--- config.mk ---
export PLATFORM = sky130hd
export DESIGN_NAME = uart_rx
export DESIGN_NICKNAME = d
export VERILOG_FILES = /design/src/rtl/uart_pkg.sv /design/src/rtl/uart_rx_sync.sv /design/src/rtl/uart_rx.sv
export SDC_FILE = /design/constraint.sdc
export NUM_CORES = 1
export LEC_CHECK = 0
export BUFFER_PORTS_ARGS = -buffer_cell sky130_fd_sc_hd__buf_2
export CORE_ASPECT_RATIO = 0.75
export CORE_MARGIN = 3
export CORE_UTILIZATION = 35
export DETAILED_ROUTE_END_ITERATION = 8
export GPL_TIMING_DRIVEN = 0
export PLACE_DENSITY = 0.58
export SETUP_SLACK_MARGIN = 0.4
export SYNTH_ARGS = -nofsm -noshare
export SYNTH_HDL_FRONTEND = slang
export SYNTH_SLANG_ARGS = --single-unit
--- constraint.sdc ---
create_clock -name i_clock -period 2.8 [get_ports i_clock]
set_input_delay 0.56 -clock i_clock [delete_from_list [all_inputs] [get_ports i_clock]]
set_output_delay 0.56 -clock i_clock [all_outputs]
set_load 0.02 [all_outputs]
--- src/rtl/uart_pkg.sv ---
// rtl/uart_pkg.sv - shared UART definitions
//
// Purpose: state encoding and frame constants used by both uart_rx and uart_tx.
// Ports:   none (package).
package uart_pkg;

   localparam int   DATA_BITS  = 8;
   localparam logic IDLE_LEVEL = 1'b1;

   typedef enum logic [2:0] {
      IDLE    = 3'd0,
      START   = 3'd1,
      DATA    = 3'd2,
      PARITY  = 3'd3,
      STOP    = 3'd4,
      CLEANUP = 3'd5
   } uart_state_e;

endpackage

--- src/rtl/uart_rx_sync.sv ---
// rtl/uart_rx_sync.sv - input synchroniser for the asynchronous serial line
//
// Purpose: SYNC_STAGES-deep flop chain bringing i_rx_serial into the i_clock
//          domain. Flops reset to the idle line level so reset never looks
//          like a start bit.
// Ports:
//   clk_i  in   system clock
//   rst_i  in   synchronous, active-high reset
//   d_i    in   asynchronous input
//   q_o    out  synchronised output, SYNC_STAGES cycles behind d_i
module uart_rx_sync #(
   parameter int SYNC_STAGES = 2
) (
   input  logic clk_i,
   input  logic rst_i,
   input  logic d_i,
   output logic q_o
);
   import uart_pkg::*;

   if (SYNC_STAGES < 2) begin : g_bad_stages
      $error("uart_rx_sync: SYNC_STAGES must be at least 2");
   end

   logic [SYNC_STAGES-1:0] sync_q;

   always_ff @(posedge clk_i) begin
      if (rst_i) begin
         sync_q <= {SYNC_STAGES{IDLE_LEVEL}};
      end else begin
         sync_q <= {sync_q[SYNC_STAGES-2:0], d_i};
      end
   end

   assign q_o = sync_q[SYNC_STAGES-1];

endmodule

--- src/rtl/uart_rx.sv ---
// rtl/uart_rx.sv - UART receiver, 8N1 (8E1 with UART_RX_PARITY_EN)
//
// Purpose: synchronises the serial line, qualifies the start bit at its
//          centre, samples 8 data bits LSB first (plus an even-parity bit
//          when UART_RX_PARITY_EN is defined) and checks the stop bit.
// Build option: define UART_RX_PARITY_EN to add the PARITY state.
// Ports:
//   i_clock      in   system clock
//   i_rst        in   synchronous, active-high reset
//   i_rx_serial  in   asynchronous serial line, idle high
//   o_rx_dv      out  one-cycle pulse, o_rx_byte valid
//   o_rx_byte    out  last good byte, held between frames
//   o_rx_active  out  high while a frame is being received
//   o_frame_err  out  one-cycle pulse, bad stop (or parity) bit
module uart_rx #(
   parameter int CLKS_PER_BIT = 16,
   parameter int SYNC_STAGES  = 2
) (
   input  logic       i_clock,
   input  logic       i_rst,
   input  logic       i_rx_serial,
   output logic       o_rx_dv,
   output logic [7:0] o_rx_byte,
   output logic       o_rx_active,
   output logic       o_frame_err
);
   import uart_pkg::*;

   if (CLKS_PER_BIT < 4 || CLKS_PER_BIT > 255) begin : g_bad_cpb
      $error("uart_rx: CLKS_PER_BIT must be in 4..255");
   end

   localparam int            CW        = $clog2(CLKS_PER_BIT);
   localparam logic [CW-1:0] HALF_LAST = CW'(CLKS_PER_BIT / 2 - 1);
   localparam logic [CW-1:0] BIT_LAST  = CW'(CLKS_PER_BIT - 1);
   localparam logic [2:0]    IDX_LAST  = 3'(DATA_BITS - 1);

   logic                 rx_s;
   logic                 stop_ok;
   uart_state_e          state_q;
   logic [CW-1:0]        cnt_q;
   logic [2:0]           idx_q;
   logic [DATA_BITS-1:0] shift_q;
   logic [7:0]           byte_q;
   logic                 rx_dv_q;
   logic                 frame_err_q;
   logic                 active_q;

   uart_rx_sync #(
      .SYNC_STAGES (SYNC_STAGES)
   ) u_sync (
      .clk_i (i_clock),
      .rst_i (i_rst),
      .d_i   (i_rx_serial),
      .q_o   (rx_s)
   );

`ifdef UART_RX_PARITY_EN
   logic par_bad_q;

   // A good stop bit is not enough if the parity bit disagreed.
   assign stop_ok = rx_s & ~par_bad_q;
`else
   assign stop_ok = rx_s;
`endif

   always_ff @(posedge i_clock) begin
      if (i_rst) begin
         state_q     <= IDLE;
         cnt_q       <= '0;
         idx_q       <= '0;
         shift_q     <= '0;
         byte_q      <= '0;
         rx_dv_q     <= 1'b0;
         frame_err_q <= 1'b0;
         active_q    <= 1'b0;
`ifdef UART_RX_PARITY_EN
         par_bad_q   <= 1'b0;
`endif
      end else begin
         rx_dv_q     <= 1'b0;
         frame_err_q <= 1'b0;
         case (state_q)
            IDLE: begin
               cnt_q    <= '0;
               idx_q    <= '0;
               active_q <= 1'b0;
               if (!rx_s) begin
                  state_q <= START;
               end
            end
            START: begin
               // Re-check the line half a bit in; a high level here was a glitch.
               if (cnt_q == HALF_LAST) begin
                  cnt_q <= '0;
                  if (!rx_s) begin
                     state_q  <= DATA;
                     active_q <= 1'b1;
                  end else begin
                     state_q <= IDLE;
                  end
               end else begin
                  cnt_q <= cnt_q + 1'b1;
               end
            end
            DATA: begin
               if (cnt_q == BIT_LAST) begin
                  cnt_q          <= '0;
                  shift_q[idx_q] <= rx_s;
                  if (idx_q == IDX_LAST) begin
                     idx_q   <= '0;
`ifdef UART_RX_PARITY_EN
                     state_q <= PARITY;
`else
                     state_q <= STOP;
`endif
                  end else begin
                     idx_q <= idx_q + 1'b1;
                  end
               end else begin
                  cnt_q <= cnt_q + 1'b1;
               end
            end
`ifdef UART_RX_PARITY_EN
            PARITY: begin
               if (cnt_q == BIT_LAST) begin
                  cnt_q     <= '0;
                  // Even parity: the parity bit equals the XOR of the data bits.
                  par_bad_q <= rx_s ^ (^shift_q);
                  state_q   <= STOP;
               end else begin
                  cnt_q <= cnt_q + 1'b1;
               end
            end
`endif
            STOP: begin
               if (cnt_q == BIT_LAST) begin
                  cnt_q    <= '0;
                  active_q <= 1'b0;
                  state_q  <= CLEANUP;
                  if (stop_ok) begin
                     byte_q  <= shift_q;
                     rx_dv_q <= 1'b1;
                  end else begin
                     frame_err_q <= 1'b1;
                  end
               end else begin
                  cnt_q <= cnt_q + 1'b1;
               end
            end
            CLEANUP: begin
               // After a break the line may stay low; do not rearm until it idles.
               active_q <= 1'b0;
               if (rx_s) begin
                  state_q <= IDLE;
               end
            end
            default: begin
               state_q  <= IDLE;
               cnt_q    <= '0;
               idx_q    <= '0;
               active_q <= 1'b0;
            end
         endcase
      end
   end

   assign o_rx_dv     = rx_dv_q;
   assign o_rx_byte   = byte_q;
   assign o_rx_active = active_q;
   assign o_frame_err = frame_err_q;

endmodule

==> results of run 1 <==
==> final timing paths <==
check,slack (ns),end,depth (start not counted),start
min,0.41,u_sync.sync_q[1]$_SDFF_PP1_,1,u_sync.sync_q[0]$_SDFF_PP1_
min reg2reg,0.41,u_sync.sync_q[1]$_SDFF_PP1_,1,u_sync.sync_q[0]$_SDFF_PP1_
max,1.05,idx_q[1]$_SDFFE_PP0P_,5,cnt_q[0]$_SDFFE_PP0P_
max reg2reg,1.05,idx_q[1]$_SDFFE_PP0P_,5,cnt_q[0]$_SDFFE_PP0P_
==> through the flow <==
step                cell area (um2)  worst slack (ns)  power, mW  utilization [%]
floorplan                      1520              1.26      0.479                -
global placement               1650              1.05      0.488             40.2
detailed placement             1650              1.05      0.489             40.2
CTS                            1730              1.07      0.821             42.2
global route                   1730             0.948      0.842             42.2
finish                         1730              1.05      0.810             42.2
==> worst max-delay path, cell delays in order, from the launching register on <==
cell and delay, ns:
dfxtp_1 0.42, ha_1 0.27, and3_1 0.25, o21ai_2 0.11, or4b_1 0.48, a21oi_1 0.15
==> sequential cells by signal, indices dropped and copies added, names as in the netlist <==
register	count
o_rx_active	1
o_rx_byte	8
idx_q	3
o_rx_dv	1
o_frame_err	1
cnt_q	4
u_sync.sync_q	2
shift_q	8
state_q	3
==> power groups by stage <==
stage | logic (mW) | clock network (mW) | registers [mW]
after floorplan | 0.0235 | 0 | 0.455
after global placement | 0.0319 | 0 | 0.456
after detailed placement | 0.0324 | 0 | 0.456
after CTS | 0.0325 | 0.342 | 0.446
after global routing | 0.0366 | 0.359 | 0.446
final | 0.0325 | 0.331 | 0.447
==> layout make-up <==
| cell class | count | area [um2] |
|---|---|---|
| Timing Repair Buffer | 13 | 65.1 |
| Clock buffer | 7 | 76.3 |
| Multi-Input combinational cell | 122 | 823 |
| Tap cell | 55 | 68.8 |
| Fill cell | 429 | 2370 |
| Buffer | 14 | 66.3 |
| Clock inverter | 1 | 5.00 |
| Inverter | 2 | 7.51 |
| Sequential cell | 31 | 621 |
==> cell usage after synthesis, drive strengths merged, types with 2 or more instances <==
master  count
dfxtp      31
nor2       25
mux2i      18
nand2       9
a21oi       8
buf         7
clkbuf      7
nand4       7
nand4b      5
o21ai       5
nand3       4
nor2b       4
and2        3
ha          3
xor2        3
a21o        2
a41oi       2
inv         2
nor3        2
nor3b       2
or2         2
==> kinds of logic after synthesis <==
kind of cell	share of synthesized area [%]
AND/OR/NAND/NOR	24.6
flip-flops	40.9
AO/OA/AOI/OAI	11.7
multiplexers	12.6
buffers and inverters	4.86
XOR/XNOR	2.80
adder cells (fa/ha/maj)	2.47
==> routing by layer <==
| layer | global-route usage [%] | vias up | part of all wire (%) |
|---|---|---|---|
| met1 | 21.0 | 597 | 52 |
| met3 | 3.46 | 7 | 3.7 |
| met4 | 4.36 | 0 | 1.4 |
| met5 | 0 | - | 0 |
| li1 | - | 641 | - |
| met2 | 19.6 | 21 | 43 |
==> flow_metrics.env, run 1 <==
export IMPL_status="completed"
export IMPL_stdcell_count=245
export IMPL_post_cts_resized=0
export IMPL_clk_pin_slew_worst_paths_ns=0.06
export IMPL_area_growth_syn_to_layout_pct=14.2
export IMPL_slew_violations=0
export IMPL_final_common_cell="dfxtp_1"
export IMPL_place_congestion=0.844
export IMPL_dp_cells=237
export IMPL_swShare_pct=22.4
export IMPL_hold_path_class="reg2reg"
export IMPL_finClkSkew_ns=0.00411
export IMPL_pwr_share_clk_pct=40.9
export IMPL_rows=20
export IMPL_postCtsSetupBuffers=0
export IMPL_initial_core_util_pct=37.0
export IMPL_yosys_warnings=0
export IMPL_tightest_slew_ns=0.501
export IMPL_period_minus_slack_ns=1.75
export IMPL_ys_types=42
export IMPL_final_setup_tns_ns=0
export IMPL_cts_buffer_depth=2
export IMPL_grt_pass1_vias=1200
export IMPL_grt_usage_pct=14.1
export IMPL_die_height_um=63.0
export IMPL_p_int_mw=0.629
export IMPL_fp_coreArea_um2=4100
export IMPL_max_cap_violations=0
export IMPL_cts_tree="done"
export IMPL_grt_overflow=0
export IMPL_first_pass_iters=4
export IMPL_ir_drop_uv=171
export IMPL_crit_arrival_ns=1.95
export IMPL_critPathMaxFanout=6
export IMPL_wl_per_cell_um=13.2
export IMPL_syn_area_um2=1520
export IMPL_fmax_ghz=0.573
export IMPL_grt_pass1_wl_mm=5.64
export IMPL_ant_nets=0
export IMPL_cts_root_buf="clkbuf_8"
export IMPL_clk_latency_ns=0.28
export IMPL_drtIter0Drc=129
export IMPL_seqPwrFrac_pct=55.1
export IMPL_required_ns=3.01
export IMPL_portBuffers=13
export IMPL_synth_flop_cell="dfxtp_1"
export IMPL_synth_nets=175
export IMPL_ys_ff_latch=31
export IMPL_drc_errors=0
export IMPL_wirelength_mm=3.24
export IMPL_grt_max_degree=11
export IMPL_dieArea_um2=5170
export IMPL_netlist_instances=169
export IMPL_p_switching_mw=0.182
export IMPL_finalCritPeriodShare_pct=62.4
export IMPL_ctsHoldBuffers=0
export IMPL_holdWs_ns=0.411
export IMPL_worstSetupEndpointType="flop"
export IMPL_setup_viol=0
export IMPL_dpl_hpwl_mm=2.32
export IMPL_rsz0062_at_grt="false"
export IMPL_critPathKind="reg2reg"
export IMPL_p_leak_nw=0.793
export IMPL_start_kind="flop"
export IMPL_synth_edf_count=0
export IMPL_synthTopCellsByArea="dfxtp_1 41%, mux2i_1 12%, nor2_1 6.2%, nand4_1 2.9%, nand4b_1 2.9%"
export IMPL_yosys_area_top_type="dfxtp_1"
export IMPL_mostFrequentLayoutCells="31 x dfxtp_1, 25 x nor2_1, 18 x buf_2, 18 x mux2i_1"
export IMPL_boundaryPins=14
export IMPL_ctsHtreeMaxLevel=2
export IMPL_numCtsBuffers=5
export IMPL_grt_antenna_before_repair=0
export IMPL_via_per_inst=5.17
export IMPL_synth_top_area_share_pct=40.9
export IMPL_antennaDiodeCount=0
export IMPL_via_count=1266
export IMPL_synth_avg_cell_area_um2=8.98
export IMPL_power_density_nw_per_um2=468
export IMPL_ys_seq_area_share_pct=40.9
export IMPL_slew_headroom_pct=66.6
export IMPL_synthArstFlopShare_pct=0
export IMPL_nNetsFinal=195
export IMPL_comb_power_share_pct=4.0
export IMPL_die_w_um=82.0
export IMPL_final_hold_viol_count=0
export IMPL_cts_sinks=31
export IMPL_layout_drive_gt1_share_pct=16.8
(Power assumes the default switching activity.)
==> run 2: changes to the inputs <==
--- a/config.mk
+++ b/config.mk
@@ -5,6 +5,7 @@
 export SDC_FILE = /design/constraint.sdc
 export NUM_CORES = 1
 export LEC_CHECK = 0
+export ABC_AREA = 1
 export BUFFER_PORTS_ARGS = -buffer_cell sky130_fd_sc_hd__buf_2
 export CORE_ASPECT_RATIO = 0.75
 export CORE_MARGIN = 3
==> constraint.sdc (replaced) <==
create_clock -name i_clock -period 1.74 [get_ports i_clock]
set_input_delay 0.348 -clock i_clock [delete_from_list [all_inputs] [get_ports i_clock]]
set_output_delay 0.348 -clock i_clock [all_outputs]
set_load 0.02 [all_outputs]
==> run 2 against run 1 <==
Compared with the run above:
- register-to-register slack lost 0.68 ns
- utilization grew 8.6 points
- clock skew grew 0.00050 ns
- clock power grew 72%
- critical path type unchanged
==> flow_metrics.env, run 2 <==
export IMPL_grt_pass1_wl_mm=5.56
export IMPL_pwr_share_clk_pct=27.4
export IMPL_via_count=1334
export IMPL_synth_edf_count=0
export IMPL_hold_path_class="in2reg"
export IMPL_slew_headroom_pct=62.9
export IMPL_synth_flop_cell="dfxtp_1"
export IMPL_fp_coreArea_um2=3900
export IMPL_required_ns=1.91
export IMPL_p_switching_mw=0.743
export IMPL_clk_latency_ns=0.28
export IMPL_synthTopCellsByArea="dfxtp_1 41%, nand2_1 9.0%, inv_1 7.0%, nor2_1 7.0%, o21ai_0 3.7%"
export IMPL_start_kind="flop"
export IMPL_rsz0062_at_grt="true"
export IMPL_worstSetupEndpointType="flop"
export IMPL_yosys_warnings=0
export IMPL_rows=19
export IMPL_synth_most_common_cell="nand2_1"
export IMPL_cts_sinks=31
export IMPL_slew_violations=0
export IMPL_reg2reg_slack_ns=0.38
export IMPL_die_height_um=62.8
export IMPL_final_setup_worst_slack_ns=0.377
export IMPL_ir_drop_uv=438
export IMPL_drtIter0Drc=46
export IMPL_critPathKind="reg2reg"
export IMPL_final_hold_viol_count=0
export IMPL_numCtsBuffers=5
export IMPL_dp_cells=270
export IMPL_status="completed"
export IMPL_power_density_nw_per_um2=1050
export IMPL_antennaDiodeCount=0
export IMPL_r2r_start="cnt_q[0]$_SDFFE_PP0P_"
export IMPL_crit_arrival_ns=1.54
export IMPL_yosys_area_top_type="dfxtp_1"
export IMPL_final_cell_area_um2=1980
export IMPL_die_w_um=81.7
export IMPL_critPathMaxFanout=5
export IMPL_synth_nets=211
export IMPL_holdWs_ns=0.250
export IMPL_final_setup_tns_ns=0
export IMPL_ys_top_cells_by_count="36 x nand2_1, 31 x dfxtp_1, 28 x inv_1, 28 x nor2_1, 11 x o21ai_0"
export IMPL_synth_top_area_share_pct=41.2
export IMPL_portBuffers=13
export IMPL_post_place_ws_ns=0.254
export IMPL_ys_types=28
export IMPL_grt_overflow=0
export IMPL_area_growth_syn_to_layout_pct=31.8
export IMPL_tightest_slew_ns=0.557
export IMPL_clk_pin_slew_worst_paths_ns=0.06
export IMPL_rr_endpoint="o_rx_byte[3]$_SDFFE_PP0P_"
export IMPL_comb_power_share_pct=33.0
export IMPL_dpl_hpwl_mm=2.17
export IMPL_grt_usage_pct=13.8
export IMPL_reg2reg_depth=8
export IMPL_placed_area_um2=1640
export IMPL_initial_core_util_pct=38.6
export IMPL_ys_seq_area_share_pct=41.2
export IMPL_via_per_inst=4.58
export IMPL_dieArea_um2=5130
export IMPL_wirelength_mm=3.35
export IMPL_whs_endpoint="u_sync.sync_q[0]$_SDFF_PP1_"
export IMPL_finalCritPeriodShare_pct=78.3
export IMPL_grt_max_degree=11
export IMPL_final_common_cell="nand2_1"
export IMPL_cts_tree="done"
export IMPL_stdcell_count=291
export IMPL_p_leak_nw=0.897
export IMPL_drc_errors=0
export IMPL_swShare_pct=35.8
export IMPL_seqPwrFrac_pct=39.6
export IMPL_finClkSkew_ns=0.00461
export IMPL_mostFrequentLayoutCells="34 x nand2_1, 25 x inv_1, 25 x dfxtp_1, 24 x nor2_1, 13 x buf_2"
export IMPL_period_minus_slack_ns=1.36
export IMPL_cts_root_buf="clkbuf_8"
export IMPL_boundaryPins=14
export IMPL_hold_depth=2
export IMPL_synth_avg_cell_area_um2=7.34
export IMPL_p_int_mw=1.33
export IMPL_syn_area_um2=1510
export IMPL_first_pass_iters=5
export IMPL_max_cap_violations=0
export IMPL_wl_per_cell_um=11.5
export IMPL_nNetsFinal=245
export IMPL_ys_ff_latch=31
export IMPL_final_core_utilization_pct=50.9
export IMPL_ctsHtreeMaxLevel=2
export IMPL_synthArstFlopShare_pct=0
export IMPL_hold_start="i_rx_serial"
export IMPL_place_congestion=0.803
export IMPL_cts_buffer_depth=2
export IMPL_ctsHoldBuffers=0
export IMPL_ant_nets=0
export IMPL_setup_viol=0
export IMPL_netlist_instances=205
export IMPL_power_total_mw=2.08
export IMPL_layout_drive_gt1_share_pct=34.7
export IMPL_grt_pass1_vias=1227
export IMPL_fmax_ghz=0.734
export IMPL_grt_antenna_before_repair=0
run 2: cell count changes in the layout (fill, tap and decap cells not counted), moves of 6 or more:
cell | before | now
mux2i_1 | 18 | 0
buf_4 | 2 | 11
inv_1 | 2 | 25
dfxtp_1 | 31 | 25
o21ai_1 | 0 | 10
nand2_1 | 9 | 34
run 2: routing by layer:
metal	global-route usage [%]	share of wire (%)
met4	4.36	0.45
met2	18.6	40
met1	20.8	55
met3	3.89	4.7
met5	0	0
run 2: worst max path at each step:
| stage | from | endpoint | slack [ns] | cells after the start |
|---|---|---|---|---|
| after CTS | cnt_q[1]$_SDFFE_PP0P_ | o_rx_byte[3]$_SDFFE_PP0P_ | 0.39 | 8 |
| after global placement | idx_q[1]$_SDFFE_PP0P_ | state_q[2]$_SDFFE_PP0P_ | 0.25 | 9 |
| after floorplan | idx_q[1]$_SDFFE_PP0P_ | state_q[2]$_SDFFE_PP0P_ | 0.43 | 9 |
| after detailed placement | idx_q[1]$_SDFFE_PP0P_ | state_q[2]$_SDFFE_PP0P_ | 0.25 | 9 |
| after global routing | cnt_q[0]$_SDFFE_PP0P_ | idx_q[0]$_SDFFE_PP0P_ | 0.29 | 7 |
| final | cnt_q[0]$_SDFFE_PP0P_ | o_rx_byte[3]$_SDFFE_PP0P_ | 0.38 | 8 |
run 2: timing repair:
| item | 4_1_cts | 5_1_grt |
|---|---|---|
| gates resized for setup | 15 | 27 |
| buffers inserted | 7 | 6 |
| setup endpoints to repair | 22 | 24 |
| pin swaps | 6 | 18 |
| cloned | 1 | 0 |
run 2: power by group through the flow:
stage | sequential, mW | combinational, mW | clock, mW
6_report | 0.822 | 0.686 | 0.569
5_1_grt | 0.828 | 0.785 | 0.616
4_1_cts | 0.816 | 0.621 | 0.584
3_5_place_dp | 0.826 | 0.558 | 0
3_3_place_gp | 0.827 | 0.559 | 0
2_1_floorplan | 0.817 | 0.465 | 0
run 2: cell type report:
class | count | area, um2
clock buffer | 6 | 82.6
inverter | 31 | 121
fill | 396 | 1920
buffer | 6 | 41.3
sequential | 31 | 633
tap | 52 | 65.1
timing repair buffer | 27 | 206
multi-input combinational | 137 | 828
clock inverter | 1 | 5.00
run 2: cells by family (layout without fill, tap and decap cells):
group	after synthesis	after routing	synth area share [%]
AO/OA/AOI/OAI	37	37	13.9
flip-flops	31	31	41.2
adder cells (fa/ha/maj)	3	3	2.49
AND/OR/NAND/NOR	97	97	31.8
buffers and inverters	37	71	10.6
run 2: critical path, stage by stage, from the launching register on:
cell and delay, ns:
dfxtp_4 0.36, ha_4 0.15, nand3_4 0.14, clkinv_4 0.09, nand2_4 0.07, nor2_8 0.16
buf_12 0.13, buf_16 0.11, a21oi_1 0.06
